==> src/rtl/alb_pkg.sv <==
// alb_pkg: shared types and constants for the ALB issue stage and its register file.
package alb_pkg;

    localparam int unsigned RegW  = 8;
    localparam int unsigned RegN  = 8;
    localparam int unsigned RegAw = 3;

    // Opcode encoding as driven on alb_mi
    typedef enum logic [1:0] {
        OpSub = 2'b00,
        OpAnd = 2'b01,
        OpAdd = 2'b10,
        OpOr  = 2'b11
    } alb_op_e;

    typedef enum logic [1:0] {
        CinZero   = 2'b00,
        CinOne    = 2'b01,
        CinStored = 2'b10,
        CinRsvd   = 2'b11
    } cin_sel_e;

    typedef enum logic [1:0] {
        StIdle  = 2'b00,
        StIssue = 2'b01,
        StWait  = 2'b10,
        StWb    = 2'b11
    } state_e;

    // Bit positions inside the {C,Z,N,V} flags vector
    localparam int unsigned FlagC = 3;
    localparam int unsigned FlagZ = 2;
    localparam int unsigned FlagN = 1;
    localparam int unsigned FlagV = 0;

endpackage

==> src/rtl/alb_regfile.sv <==
// alb_regfile: 8x8 register file, two async read ports, one sync write port, r0 reads zero.
// Optional macro ALB_ISSUE_DBG_EN adds a third combinational debug read port.
module alb_regfile
    import alb_pkg::*;
(
    input  logic            clk,
    input  logic            reset,
    input  logic [RegAw-1:0] raddr_a,
    output logic [RegW-1:0]  rdata_a,
    input  logic [RegAw-1:0] raddr_b,
    output logic [RegW-1:0]  rdata_b,
`ifdef ALB_ISSUE_DBG_EN
    input  logic [RegAw-1:0] dbg_addr,
    output logic [RegW-1:0]  dbg_data,
`endif
    input  logic            we,
    input  logic [RegAw-1:0] waddr,
    input  logic [RegW-1:0]  wdata
);

    logic [RegW-1:0] mem_q [RegN];

    // Storage: cleared on reset, writes to r0 dropped
    always_ff @(posedge clk or posedge reset) begin
        if (reset) begin
            for (int i = 0; i < int'(RegN); i++) begin
                mem_q[i] <= '0;
            end
        end else if (we && (waddr != '0)) begin
            mem_q[waddr] <= wdata;
        end
    end

    assign rdata_a = (raddr_a == '0) ? '0 : mem_q[raddr_a];
    assign rdata_b = (raddr_b == '0) ? '0 : mem_q[raddr_b];

`ifdef ALB_ISSUE_DBG_EN
    assign dbg_data = (dbg_addr == '0) ? '0 : mem_q[dbg_addr];
`endif

endmodule

==> src/rtl/alb_issue.sv <==
// alb_issue: single-instruction issue stage driving an external fixed-latency ALB.
// LDI writes the register file directly; ALB ops go IDLE -> ISSUE -> WAIT -> WB.
// Optional macro ALB_ISSUE_DBG_EN adds dbg_addr/dbg_data register-file read port.
module alb_issue
    import alb_pkg::*;
#(
    parameter int unsigned ALB_LAT = 1
) (
    input  logic       clk,
    input  logic       reset,
    input  logic       instr_valid,
    output logic       instr_ready,
    input  logic [1:0] instr_op,
    input  logic       instr_ld,
    input  logic [7:0] instr_imm,
    input  logic [2:0] instr_ra,
    input  logic [2:0] instr_rb,
    input  logic [2:0] instr_rd,
    input  logic [1:0] instr_cin_sel,
    output logic [7:0] alb_r,
    output logic [7:0] alb_s,
    output logic       alb_ci,
    output logic [1:0] alb_mi,
    input  logic [7:0] alb_f,
    input  logic       alb_co,
    input  logic       alb_zo,
    input  logic       alb_no,
    input  logic       alb_vo,
`ifdef ALB_ISSUE_DBG_EN
    input  logic [2:0] dbg_addr,
    output logic [7:0] dbg_data,
`endif
    output logic       wb_valid,
    output logic [2:0] wb_rd,
    output logic [7:0] wb_data,
    output logic [3:0] flags
);

    localparam logic [2:0] LatCnt = 3'(ALB_LAT);

    state_e     state_q, state_d;
    logic       accept;
    logic       ci_sel;

    alb_op_e    op_q;
    logic [2:0] ra_q, rb_q, rd_q;
    logic       ci_q;
    logic [2:0] cnt_q;

    logic [7:0] alb_r_q, alb_s_q;
    logic       alb_ci_q;
    logic [1:0] alb_mi_q;

    logic       wb_valid_q;
    logic [2:0] wb_rd_q;
    logic [7:0] wb_data_q;
    logic [3:0] flags_q;

    logic       rf_we;
    logic [2:0] rf_waddr;
    logic [7:0] rf_wdata;
    logic [7:0] rf_rdata_a, rf_rdata_b;

    alb_regfile u_regfile (
        .clk     (clk),
        .reset   (reset),
        .raddr_a (ra_q),
        .rdata_a (rf_rdata_a),
        .raddr_b (rb_q),
        .rdata_b (rf_rdata_b),
`ifdef ALB_ISSUE_DBG_EN
        .dbg_addr(dbg_addr),
        .dbg_data(dbg_data),
`endif
        .we      (rf_we),
        .waddr   (rf_waddr),
        .wdata   (rf_wdata)
    );

    assign accept = instr_valid & instr_ready;

    // FSM state register
    always_ff @(posedge clk or posedge reset) begin
        if (reset) begin
            state_q <= StIdle;
        end else begin
            state_q <= state_d;
        end
    end

    // FSM next-state logic
    always_comb begin
        state_d = state_q;
        case (state_q)
            StIdle:  if (accept && !instr_ld) state_d = StIssue;
            StIssue: state_d = StWait;
            StWait:  if (cnt_q == LatCnt) state_d = StWb;
            StWb:    state_d = StIdle;
            default: state_d = StIdle;
        endcase
    end

    // FSM outputs: handshake and register-file write port steering
    always_comb begin
        instr_ready = 1'b0;
        rf_we       = 1'b0;
        rf_waddr    = instr_rd;
        rf_wdata    = instr_imm;
        case (state_q)
            StIdle: begin
                instr_ready = 1'b1;
                rf_we       = instr_valid & instr_ld;
            end
            StWb: begin
                rf_we    = 1'b1;
                rf_waddr = rd_q;
                rf_wdata = alb_f;
            end
            default: ;
        endcase
    end

    // Carry-in chosen at accept time so a stored carry reflects flags then
    always_comb begin
        ci_sel = 1'b0;
        case (cin_sel_e'(instr_cin_sel))
            CinOne:    ci_sel = 1'b1;
            CinStored: ci_sel = flags_q[FlagC];
            default:   ci_sel = 1'b0;
        endcase
    end

    // Datapath: instruction latch, operand registers, latency counter, writeback and flags
    always_ff @(posedge clk or posedge reset) begin
        if (reset) begin
            op_q       <= OpSub;
            ra_q       <= '0;
            rb_q       <= '0;
            rd_q       <= '0;
            ci_q       <= 1'b0;
            cnt_q      <= '0;
            alb_r_q    <= '0;
            alb_s_q    <= '0;
            alb_ci_q   <= 1'b0;
            alb_mi_q   <= '0;
            wb_valid_q <= 1'b0;
            wb_rd_q    <= '0;
            wb_data_q  <= '0;
            flags_q    <= '0;
        end else begin
            wb_valid_q <= 1'b0;
            if (accept && instr_ld) begin
                wb_valid_q <= 1'b1;
                wb_rd_q    <= instr_rd;
                wb_data_q  <= instr_imm;
            end
            if (accept && !instr_ld) begin
                op_q <= alb_op_e'(instr_op);
                ra_q <= instr_ra;
                rb_q <= instr_rb;
                rd_q <= instr_rd;
                ci_q <= ci_sel;
            end
            if (state_q == StIssue) begin
                // Operands stay registered until the next ALB issue
                alb_r_q  <= rf_rdata_a;
                alb_s_q  <= rf_rdata_b;
                alb_ci_q <= ci_q;
                alb_mi_q <= op_q;
                cnt_q    <= 3'd1;
            end
            if (state_q == StWait) begin
                cnt_q <= cnt_q + 3'd1;
            end
            if (state_q == StWb) begin
                wb_valid_q     <= 1'b1;
                wb_rd_q        <= rd_q;
                wb_data_q      <= alb_f;
                flags_q[FlagC] <= alb_co;
                flags_q[FlagZ] <= alb_zo;
                flags_q[FlagN] <= alb_no;
                flags_q[FlagV] <= alb_vo;
            end
        end
    end

    assign alb_r    = alb_r_q;
    assign alb_s    = alb_s_q;
    assign alb_ci   = alb_ci_q;
    assign alb_mi   = alb_mi_q;
    assign wb_valid = wb_valid_q;
    assign wb_rd    = wb_rd_q;
    assign wb_data  = wb_data_q;
    assign flags    = flags_q;

endmodule

==> config.mk <==
export PLATFORM = sky130hd
export DESIGN_NAME = alb_issue
export DESIGN_NICKNAME = d
export VERILOG_FILES = /design/src/rtl/alb_pkg.sv /design/src/rtl/alb_regfile.sv /design/src/rtl/alb_issue.sv
export SDC_FILE = /design/constraint.sdc
export NUM_CORES = 1
export LEC_CHECK = 0
export ABC_CLOCK_PERIOD_IN_PS = 2200
export BUFFER_PORTS_ARGS = -buffer_cell sky130_fd_sc_hd__buf_2
export CAP_MARGIN = 10
export CORE_MARGIN = 2
export CORE_UTILIZATION = 54
export CTS_BUF_LIST = sky130_fd_sc_hd__clkbuf_2
export CTS_CLUSTER_DIAMETER = 50
export CTS_CLUSTER_SIZE = 24
export DETAILED_ROUTE_END_ITERATION = 10
export PLACE_DENSITY = 0.78
export SYNTH_ARGS = -nofsm -noshare
export SYNTH_HDL_FRONTEND = slang
export SYNTH_HIERARCHICAL = 1
export SYNTH_SLANG_ARGS = --single-unit
==> constraint.sdc <==
create_clock -name clk -period 2.2 [get_ports clk]
set_input_delay 0.22 -clock clk [delete_from_list [all_inputs] [get_ports clk]]
set_output_delay 0.22 -clock clk [all_outputs]
set_load 0.02 [all_outputs]
# Word-level counts from Yosys, hierarchy flattened
# Cells that the tools add are included.
[totals] ff_bits=116 output_inout_bits=36 word_cells=80
[op_classes] addsub=1 magnitude_cmp=4 eq_ne=8 mux=27 bitwise=5 n_reduce_logical=12
[ops] op="$mux W8" n=10
[ops] op="$bwmux W64" n=1
[ops] op="$bmux W8 S3" n=2
[ops] op="$demux W8 S3" n=1
[ops] op="$mux W3" n=5
[ops] op="$ge A4 B4 Y1 const B" n=3
[ops] op="$not A3 Y4" n=3
[ops] op="$pmux W2 S4" n=1
[ops] op="$eq A2 B2 Y1 const B" n=3
[ops] op="$logic_not A3 Y1" n=2
[ops] op="$eq A2 B1 Y1 const B" n=2
[ops] op="$logic_and A1 B1 Y1" n=4
[ops] op="$lt A4 B1 Y1 const B" n=1
[ops] op="$mux W2" n=2
[ops] op="$ne A2 B2 Y1 const B" n=2
[ops] op="$pmux W1 S2" n=2
[ops] op="$reduce_bool A2 Y1" n=2
[ops] op="$add A3 B1 Y3 const B" n=1
[ops] op="$eq A3 B1 Y1 const B" n=1
[ops] op="$mux W1" n=3
[ops] op="$reduce_bool A3 Y1" n=1
[ops] op="$and A1 B1 Y1" n=2
[ops] op="$logic_not A2 Y1" n=1
[ops] op="$reduce_and A2 Y1" n=1
[ops] op="$logic_not A1 Y1" n=1

# Longest topological paths before layout
# Gate-level depths: netlist (run 1).
[logic_depth] word_depth=8 ltp_mapped=9 ltp_nobuf=7

# Cells and area by module
# Netlist (run 1), hierarchy kept.
[by_module_without_submodules] mod="alb_regfile" n_inst=1 cells_per_inst=233 area_each_um2=3186.8 seq_area_each_um2=1401.3
[by_module_without_submodules] mod="alb_issue" n_inst=1 cells_per_inst=149 area_each_um2=2277.2 seq_area_each_um2=1301.2

# Least setup slack after synthesis (run 1)
# Ideal clock, no wire load.
[synth_timing] path_type="flip-flop to flip-flop" from="register state_q[0]" to="register u_regfile/mem_q[40] (netlist bit)" t_arrival_ps=2035 required_time_ps=2075 setup_slack_ps=40 stages_incl_launch_ff=9 path_buffers=4 path_cell_list="dfrtp_1 ha_1 buf_6 buf_8 mux2_4 buf_6 nor4bb_4 buf_6 mux2_2"
[synth_via] elab_chain_len=8 elab_cells_between_ends=14
[synth_lines] item="start: declaration" line_no="alb_issue.sv:41" rtl="state_e state_q, state_d;"
[synth_lines] item="start signal: assignment" line_no="alb_issue.sv:85" rtl="state_q <= StIdle;"
[synth_lines] item="start signal: assignment" line_no="alb_issue.sv:87" rtl="state_q <= state_d;"
[synth_lines] item="$eq A2 B2 Y1 (*)" line_no="alb_issue.sv:109" rtl="case (state_q)"
[synth_lines] item="$mux W3 (*)" line_no="alb_issue.sv:109"
[synth_lines] item="via rf_waddr[2]" line_no="alb_issue.sv:60" rtl="logic [2:0] rf_waddr;"
[synth_lines] item="$not A3 Y4 (not written as such)" line_no="alb_regfile.sv:30" rtl="mem_q[waddr] <= wdata;"
[synth_lines] item="$ge A4 B4 Y1 (not written as such) / $lt A4 B1 Y1 (equally long branches)" line_no="alb_regfile.sv:30"
[synth_lines] item="$logic_and A1 B1 Y1 (not written as such)" line_no="alb_regfile.sv:30"
[synth_lines] item="$mux W8 (not written as such)" line_no="alb_regfile.sv:30"
[synth_lines] item="$demux W8 S3" line_no="alb_regfile.sv:30"
[synth_lines] item="$bwmux W64" line_no="alb_regfile.sv:30"
[synth_lines] item="end signal: indexed assignment" line_no="alb_regfile.sv:30"
[synth_lines] item="end: declaration" line_no="alb_regfile.sv:21" rtl="logic [RegW-1:0] mem_q [RegN];"
# The timed path passes the listed nets; every way through them passes the cells marked *.
# A chain may end at the register's enable or synchronous reset.

# Worst setup path in the final report (run 1)
[layout_timing] from="register state_q[0]" to="register u_regfile/mem_q[46] (netlist bit)"
# Same word-level chain as after synthesis.

==> results of run 1 <==
==> worst paths after layout <==
check | endpoint | cells past startpoint | slack, ps | from
worst max-delay path | u_regfile/mem_q[46] | 5 | 100 | state_q[0]
worst min-delay path | u_regfile/mem_q[47] | 3 | 80 | alb_f[7]
worst max register to register | u_regfile/mem_q[46] | 5 | 100 | state_q[0]
worst min register to register | ci_q | 2 | 510 | ci_q
max in group asynchronous | alb_s[0] | 4 | 1300 | reset
min in group asynchronous | u_regfile/mem_q[40] | 3 | 210 | reset
==> layout make-up <==
cell class                      instances  area [um^2]  share of cell area
Inverter                               11         41.3             0.00663
Sequential cell                       108         2700               0.434
Tap cell                              133          166              0.0267
Clock buffer                            9         45.0             0.00723
Clock inverter                          6         56.3             0.00904
Multi-Input combinational cell        237         2500               0.401
Timing Repair Buffer                  109          721               0.116
==> synthesized netlist by cell type (4+ instances only) <==
cell type / number
mux2i_1: 33
ha_1: 9
nand2_1: 4
mux2_4: 6
mux2_2: 122
a221oi_1: 27
inv_1: 11
buf_6: 8
dfrtp_1: 108
buf_4: 4
buf_2: 9
==> routing by layer <==
metal	track usage	routed length [um]	vias to the layer above
met5	0	0	-
met4	0.0771	161	0
met3	0.0393	579	15
met2	0.381	6040	96
met1	0.292	4950	1814
li1	-	-	1616
==> stage by stage <==
stage,utilization,power (uW),TNS (ps)
finish,0.635,9380,0
global route,0.635,9960,-0.0349
CTS,0.634,9390,0
detailed placement,0.605,8520,-27.3
global placement,0.605,8280,0
floorplan,-,7330,0
==> state kept, by name (all words and copies together) (netlist names), 2 cells and up <==
name             flops
u_regfile/mem_q     56
op_q                 2
cnt_q                3
state_q              2
wb_data              8
rb_q                 3
wb_rd                3
flags                4
ra_q                 3
alb_s                8
alb_r                8
rd_q                 3
alb_mi               2
==> logic make-up (layout without fill, tap and decap cells) <==
| family | after synthesis | after routing | share of synthesized area |
|---|---|---|---|
| DFF | 108 | 108 | 0.495 |
| adders and majority gates | 9 | 9 | 0.0206 |
| AOI/OAI and AO/OA | 43 | 43 | 0.0653 |
| muxes | 162 | 162 | 0.330 |
| buffers and inverters | 37 | 135 | 0.0492 |
| and+or+nand+nor | 23 | 23 | 0.0398 |
==> power by group <==
group          switching [uW]  total (uW)  internal [uW]
clock                     623         870            248
combinational            2340        4800           2460
sequential                767        3710           2940
==> critical path: stages, from the launching register on <==
cell      delay [ps]
dfrtp_1          460
ha_2             270
mux2_2           460
nor4bb_4         290
buf_4            210
mux2_2           340
==> timing repair <==
item	in CTS	in global routing
pin swaps	0	0
setup endpoints to repair	8	21
hold endpoints to repair	69	0
hold buffers	18	0
gates resized for setup	1	2
==> placed cells by master (no fill, tap or decap), types with 2 or more instances in the layout <==
cell type and instances:
dlygate4sd3_1 18, a21oi_1 3, buf_4 16, clkinv_2 2, nand2_1 4, nor2b_1 2
and2_1 2, inv_1 9, clkinv_1 2, mux2_4 6, ha_1 8, a22o_1 2
a31oi_1 3, nand4b_2 3, buf_2 72, o21ai_0 2, mux2_2 122, mux2i_1 33
clkbuf_2 9, inv_2 2, and2b_1 2, buf_12 3, dfrtp_1 108, a221oi_1 27
==> impl_metrics.prom, run 1 <==
# TYPE chip_impl_metric gauge
chip_impl_info{name="status",value="finished, final reports clean"} 1
chip_impl_metric{name="detailedRoute.firstPassIterationCount",unit=""} 4
chip_impl_metric{name="cellPowerDensity",unit="nW/um^2"} 1510
chip_impl_metric{name="final_net_count",unit=""} 522
chip_impl_metric{name="worst_clock_skew",unit="ps"} 13.2
chip_impl_info{name="ys_dominant_reg_cell",value="dfrtp_1"} 1
chip_impl_metric{name="drive_above_1_share",unit=""} 0.515
chip_impl_metric{name="remaining_max_slew_budget_at_the_tightest_pin",unit=""} 0.577
chip_impl_metric{name="route.final.wire_length",unit="um"} 11700
chip_impl_metric{name="synth_edf_count",unit=""} 0
chip_impl_metric{name="min_period_over_period",unit=""} 0.956
chip_impl_metric{name="hold_viol_final",unit=""} 0
chip_impl_metric{name="area.growth.synth_to_final",unit="%"} 14.0
chip_impl_metric{name="total_standard_cell_area_after_synthesis",unit="um^2"} 5460
chip_impl_metric{name="antenna_cells_inserted",unit=""} 0
chip_impl_metric{name="grt.overflow.total",unit=""} 0
chip_impl_metric{name="timing.critical_path.fanout_max",unit=""} 8
chip_impl_metric{name="dr.first_iter.drc_count",unit=""} 258
chip_impl_info{name="synth.area.top_cells",value="dfrtp_1 49%, mux2_2 25%, mux2i_1 6.0%, a221oi_1 4.3%, ha_1 2.1%"} 1
chip_impl_metric{name="synth_cell_types",unit=""} 39
chip_impl_metric{name="cap_viol_max_count",unit=""} 0
chip_impl_metric{name="final_cell_area",unit="um^2"} 6230
chip_impl_metric{name="tightestPinTransition",unit="ps"} 634
chip_impl_metric{name="die_x",unit="um"} 105
chip_impl_metric{name="placed_cells_incl_taps",unit=""} 580
chip_impl_info{name="synth_top_area_cell",value="dfrtp_1"} 1
chip_impl_metric{name="grt_antenna_before_repair",unit=""} 0
chip_impl_metric{name="port-buffer-count",unit=""} 72
chip_impl_metric{name="routedWlPerCell",unit="um"} 19.1
chip_impl_metric{name="post-place-ws",unit="ps"} -9.74
chip_impl_metric{name="final-instance-count-excl-fill",unit=""} 613
chip_impl_info{name="path_class",value="reg -> reg"} 1
chip_impl_info{name="tritoncts",value="built"} 1
chip_impl_metric{name="avgSynthCellArea",unit="um^2"} 14.3
chip_impl_info{name="worstSetupStartpointType",value="register"} 1
chip_impl_metric{name="setup_ws",unit="ps"} 97.2
chip_impl_metric{name="numCtsBuffers",unit=""} 9
chip_impl_metric{name="fmaxAchievable",unit="MHz"} 476
chip_impl_metric{name="grt_first_pass_wirelength",unit="um"} 19300
chip_impl_metric{name="dieArea",unit="um^2"} 10900
chip_impl_metric{name="cts.htree.levels",unit=""} 3
chip_impl_metric{name="gp_congestion",unit=""} 0.789
chip_impl_metric{name="cts.sinks",unit=""} 108
chip_impl_metric{name="mappedNetlistNets",unit=""} 428
chip_impl_metric{name="io-pin-count",unit=""} 73
chip_impl_info{name="worst_hold_path_type",value="in -> reg"} 1
chip_impl_metric{name="power.leakage",unit="uW"} 0.00297
chip_impl_metric{name="max-vdd-ir-drop",unit="mV"} 0.861
chip_impl_metric{name="worst-endpoint-required",unit="ps"} 2700
chip_impl_metric{name="share_of_synthesized_area_occupied_by_flip_flops_and_latches",unit=""} 0.495
chip_impl_metric{name="postCtsSetupRepairBufs",unit=""} 0
chip_impl_metric{name="grt_pass1_vias",unit=""} 3719
chip_impl_metric{name="synth_largest_type_area_fraction",unit=""} 0.495
chip_impl_metric{name="floorplan.rows",unit=""} 36
chip_impl_metric{name="layout.filler_cells",unit=""} 825
chip_impl_metric{name="die_height",unit="um"} 105
chip_impl_metric{name="finalSetupViolations",unit=""} 0
chip_impl_metric{name="async_flop_share",unit=""} 1.00
chip_impl_metric{name="post_drt_via_cell_ratio",unit=""} 5.78
chip_impl_metric{name="period_minus_slack",unit="ps"} 2100
chip_impl_metric{name="ys_ff_latch",unit=""} 108
chip_impl_metric{name="route.antenna.remaining_nets",unit=""} 0
chip_impl_metric{name="clock_path_buffers",unit=""} 2
chip_impl_metric{name="core_area",unit="um^2"} 9820
chip_impl_metric{name="post-dp-hpwl",unit="um"} 8470
chip_impl_metric{name="insertion_delay",unit="ps"} 580
chip_impl_metric{name="whs",unit="ps"} 76.2
chip_impl_info{name="ctsRootBufferMaster",value="clkbuf_2"} 1
chip_impl_metric{name="remaining_drc_errors",unit=""} 0
chip_impl_metric{name="synthCells",unit=""} 382
chip_impl_metric{name="routed-via-count",unit=""} 3541
chip_impl_metric{name="grt_util_all_layers",unit=""} 0.225
chip_impl_metric{name="critPathArrivalTime",unit="ps"} 2600
chip_impl_metric{name="clk_pin_slew_worst_paths",unit="ps"} 270
chip_impl_info{name="worst_setup_path_end_kind",value="register"} 1
chip_impl_metric{name="pin_count_of_the_biggest_net_entering_global_routing",unit=""} 33
chip_impl_metric{name="yosysWarnings",unit=""} 6
chip_impl_metric{name="report.final.slew_viol_count",unit=""} 0
chip_impl_metric{name="initial_core_utilization",unit=""} 0.556
chip_impl_metric{name="detailed_place.area",unit="um^2"} 5940
Power figures use the tool's default switching activity.
==> inputs of run 2 (changes only) <==
CORE_UTILIZATION = 40   (was 54)
PLACE_DENSITY = 0.61   (was 0.78)
REMOVE_ABC_BUFFERS = 1   (was default)
==> run 2 against run 1 <==
Largest power group unchanged. Via count increased by 0.25%. Sequential power decreased by 1%. Critical path type unchanged. Register-to-register slack improved by 20 ps. Global-route usage decreased by 4.8 points. Combinational power increased by 2%. Clock power increased by 3.6%. Utilization decreased by 16 points. Sequential share of layout area decreased by 0.74 points.
==> impl_metrics.prom, run 2 (synthesized netlist as in run 1, its figures left out) <==
# TYPE chip_impl_metric gauge
chip_impl_metric{name="clk_pin_slew_worst_paths",unit="ps"} 270
chip_impl_metric{name="r2r.worst_path.cells",unit=""} 5
chip_impl_metric{name="whs",unit="ps"} 57.9
chip_impl_metric{name="remaining_drc_errors",unit=""} 0
chip_impl_metric{name="report.final.slew_viol_count",unit=""} 0
chip_impl_metric{name="grt_antenna_before_repair",unit=""} 0
chip_impl_metric{name="cts.sinks",unit=""} 108
chip_impl_metric{name="area.growth.synth_to_final",unit="%"} 16.0
chip_impl_info{name="ctsRootBufferMaster",value="clkbuf_2"} 1
chip_impl_metric{name="setup_tns",unit="ps"} 0
chip_impl_metric{name="placed_cells_incl_taps",unit=""} 624
chip_impl_metric{name="io-pin-count",unit=""} 73
chip_impl_metric{name="finalSetupViolations",unit=""} 0
chip_impl_metric{name="routed-via-count",unit=""} 3550
chip_impl_metric{name="dr.first_iter.drc_count",unit=""} 71
chip_impl_metric{name="final_net_count",unit=""} 523
chip_impl_metric{name="largest_register_ffs",unit=""} 56
chip_impl_metric{name="hold_viol_final",unit=""} 0
chip_impl_metric{name="cap_viol_max_count",unit=""} 0
chip_impl_info{name="layout_common_cells",value="121 x mux2_2, 108 x dfrtp_1, 72 x buf_2"} 1
chip_impl_metric{name="numCtsBuffers",unit=""} 9
chip_impl_metric{name="initial_core_utilization",unit=""} 0.411
chip_impl_metric{name="cellPowerDensity",unit="nW/um^2"} 1490
chip_impl_metric{name="antenna_cells_inserted",unit=""} 0
chip_impl_info{name="hold_path_end",value="u_regfile/mem_q[42]"} 1
chip_impl_metric{name="dieArea",unit="um^2"} 14600
chip_impl_metric{name="routedWlPerCell",unit="um"} 18.7
chip_impl_metric{name="final-instance-count-excl-fill",unit=""} 658
chip_impl_metric{name="timing.critical_path.fanout_max",unit=""} 8
chip_impl_metric{name="port-buffer-count",unit=""} 72
chip_impl_metric{name="pin_count_of_the_biggest_net_entering_global_routing",unit=""} 57
chip_impl_info{name="most_frequent_standard_cell_in_the_layout_excluding_fill_and_tap_cells",value="mux2_2"} 1
chip_impl_metric{name="met1_length",unit="um"} 5460
chip_impl_info{name="registers.top_by_ff_count",value="u_regfile/mem_q"} 1
chip_impl_metric{name="hold_path_depth",unit=""} 3
chip_impl_metric{name="detailedRoute.firstPassIterationCount",unit=""} 4
chip_impl_metric{name="routed_length_on_met2",unit="um"} 6140
chip_impl_metric{name="grt_util_all_layers",unit=""} 0.177
chip_impl_metric{name="grt_first_pass_wirelength",unit="um"} 19600
chip_impl_metric{name="grt_pass1_vias",unit=""} 3688
chip_impl_metric{name="route.antenna.remaining_nets",unit=""} 0
chip_impl_info{name="status",value="finished, final reports clean"} 1
chip_impl_info{name="highest_layer",value="met4"} 1
chip_impl_metric{name="gp_congestion",unit=""} 0.805
chip_impl_metric{name="worst_clock_skew",unit="ps"} 23.3
chip_impl_metric{name="post_drt_via_cell_ratio",unit=""} 5.40
chip_impl_metric{name="core_area",unit="um^2"} 13300
chip_impl_info{name="worst_hold_path_type",value="in -> reg"} 1
chip_impl_metric{name="cts.htree.levels",unit=""} 3
chip_impl_metric{name="power.leakage",unit="uW"} 0.00300
chip_impl_metric{name="period_minus_slack",unit="ps"} 2090
chip_impl_metric{name="reg2reg_slack",unit="ps"} 110
chip_impl_metric{name="remaining_max_slew_budget_at_the_tightest_pin",unit=""} 0.534
chip_impl_info{name="worst_r2r_endpoint",value="u_regfile/mem_q[25]"} 1
chip_impl_metric{name="tightestPinTransition",unit="ps"} 699
chip_impl_metric{name="insertion_delay",unit="ps"} 590
chip_impl_info{name="path_class",value="reg -> reg"} 1
chip_impl_metric{name="route.final.wire_length",unit="um"} 12300
chip_impl_info{name="tritoncts",value="built"} 1
chip_impl_metric{name="die_height",unit="um"} 121
chip_impl_metric{name="critPathArrivalTime",unit="ps"} 2610
chip_impl_metric{name="min_period_over_period",unit=""} 0.948
chip_impl_metric{name="floorplan.rows",unit=""} 42
chip_impl_metric{name="post-dp-hpwl",unit="um"} 8680
chip_impl_metric{name="met3_length",unit="um"} 484
chip_impl_info{name="setup.worst_path.start",value="state_q[0]"} 1
chip_impl_info{name="rsz0062_at_grt",value="false"} 1
chip_impl_metric{name="die_x",unit="um"} 121
chip_impl_metric{name="max-vdd-ir-drop",unit="mV"} 0.751
chip_impl_metric{name="worst-endpoint-required",unit="ps"} 2720
chip_impl_metric{name="clock_path_buffers",unit=""} 2
chip_impl_metric{name="grt.overflow.total",unit=""} 0
chip_impl_info{name="hold_path.startpoint",value="instr_imm[2]"} 1
chip_impl_info{name="worst_r2r_startpoint",value="state_q[0]"} 1
chip_impl_info{name="worst_setup_path_end_kind",value="register"} 1
chip_impl_metric{name="fmaxAchievable",unit="MHz"} 479
chip_impl_metric{name="drive_above_1_share",unit=""} 0.521
chip_impl_info{name="worstSetupStartpointType",value="register"} 1
-- run 2: changes by cell type in the layout (fill, tap and decap cells not counted), sizes merged --
cell / change
clkbuf: +2
clkinvlp: +1
buf: +1
clkinv: -2
-- run 2: what timing repair did --
action / 4_1_cts / 5_1_grt
hold buffers: 18 / 0
hold endpoints to repair: 124 / 0
gates resized for setup: 0 / 3
setup buffers: 0 / 0
endpoints found under the setup margin: 0 / 16
-- run 2: critical path: stages, from the launching register on --
cell and delay (ps):
dfrtp_1 460, ha_2 280, mux2_2 450, and4bb_1 350, buf_12 140, mux2_2 330
-- run 2: per-layer routing --
layer,global-route usage,up-vias
met5,0,-
met4,0.0770,0
met3,0.0254,20
met2,0.298,85
met1,0.226,1826
li1,-,1619
-- run 2: through the flow --
stage	setup slack, ps	power, uW	util	cell area, um^2
final	114	9460	0.477	6340
after floorplan	-244	6990	-	5240
after global placement	125	8420	0.454	6040
after detailed placement	61.3	8600	0.454	6040
after CTS	16.9	9530	0.476	6330
after global routing	20.6	10100	0.477	6340
-- run 2: layout make-up --
class / instances / area, um^2
fillers: 1229 / 6960
flip-flops and latches: 108 / 2700
multi-input cells: 237 / 2500
repair buffers: 110 / 766
well taps: 176 / 220
clock buffers: 11 / 55.1
clock inverters: 5 / 52.6
inverters: 11 / 41.3
-- run 2: worst max-delay path by stage --
stage | slack, ps | to
after CTS | 20 | u_regfile/mem_q[43]
after detailed placement | 60 | u_regfile/mem_q[43]
after global placement | 120 | u_regfile/mem_q[47]
after global routing | 20 | u_regfile/mem_q[29]
after floorplan | -240 | u_regfile/mem_q[40]
final | 110 | u_regfile/mem_q[25]
-- run 2: power by group --
part           internal (uW)  total, uW  switching [uW]  leakage, uW
registers               2950       3670             727      0.00134
clock network            265        901             636    0.0000717
logic                   2490       4880            2400      0.00158
total                   5700       9460            3760      0.00300
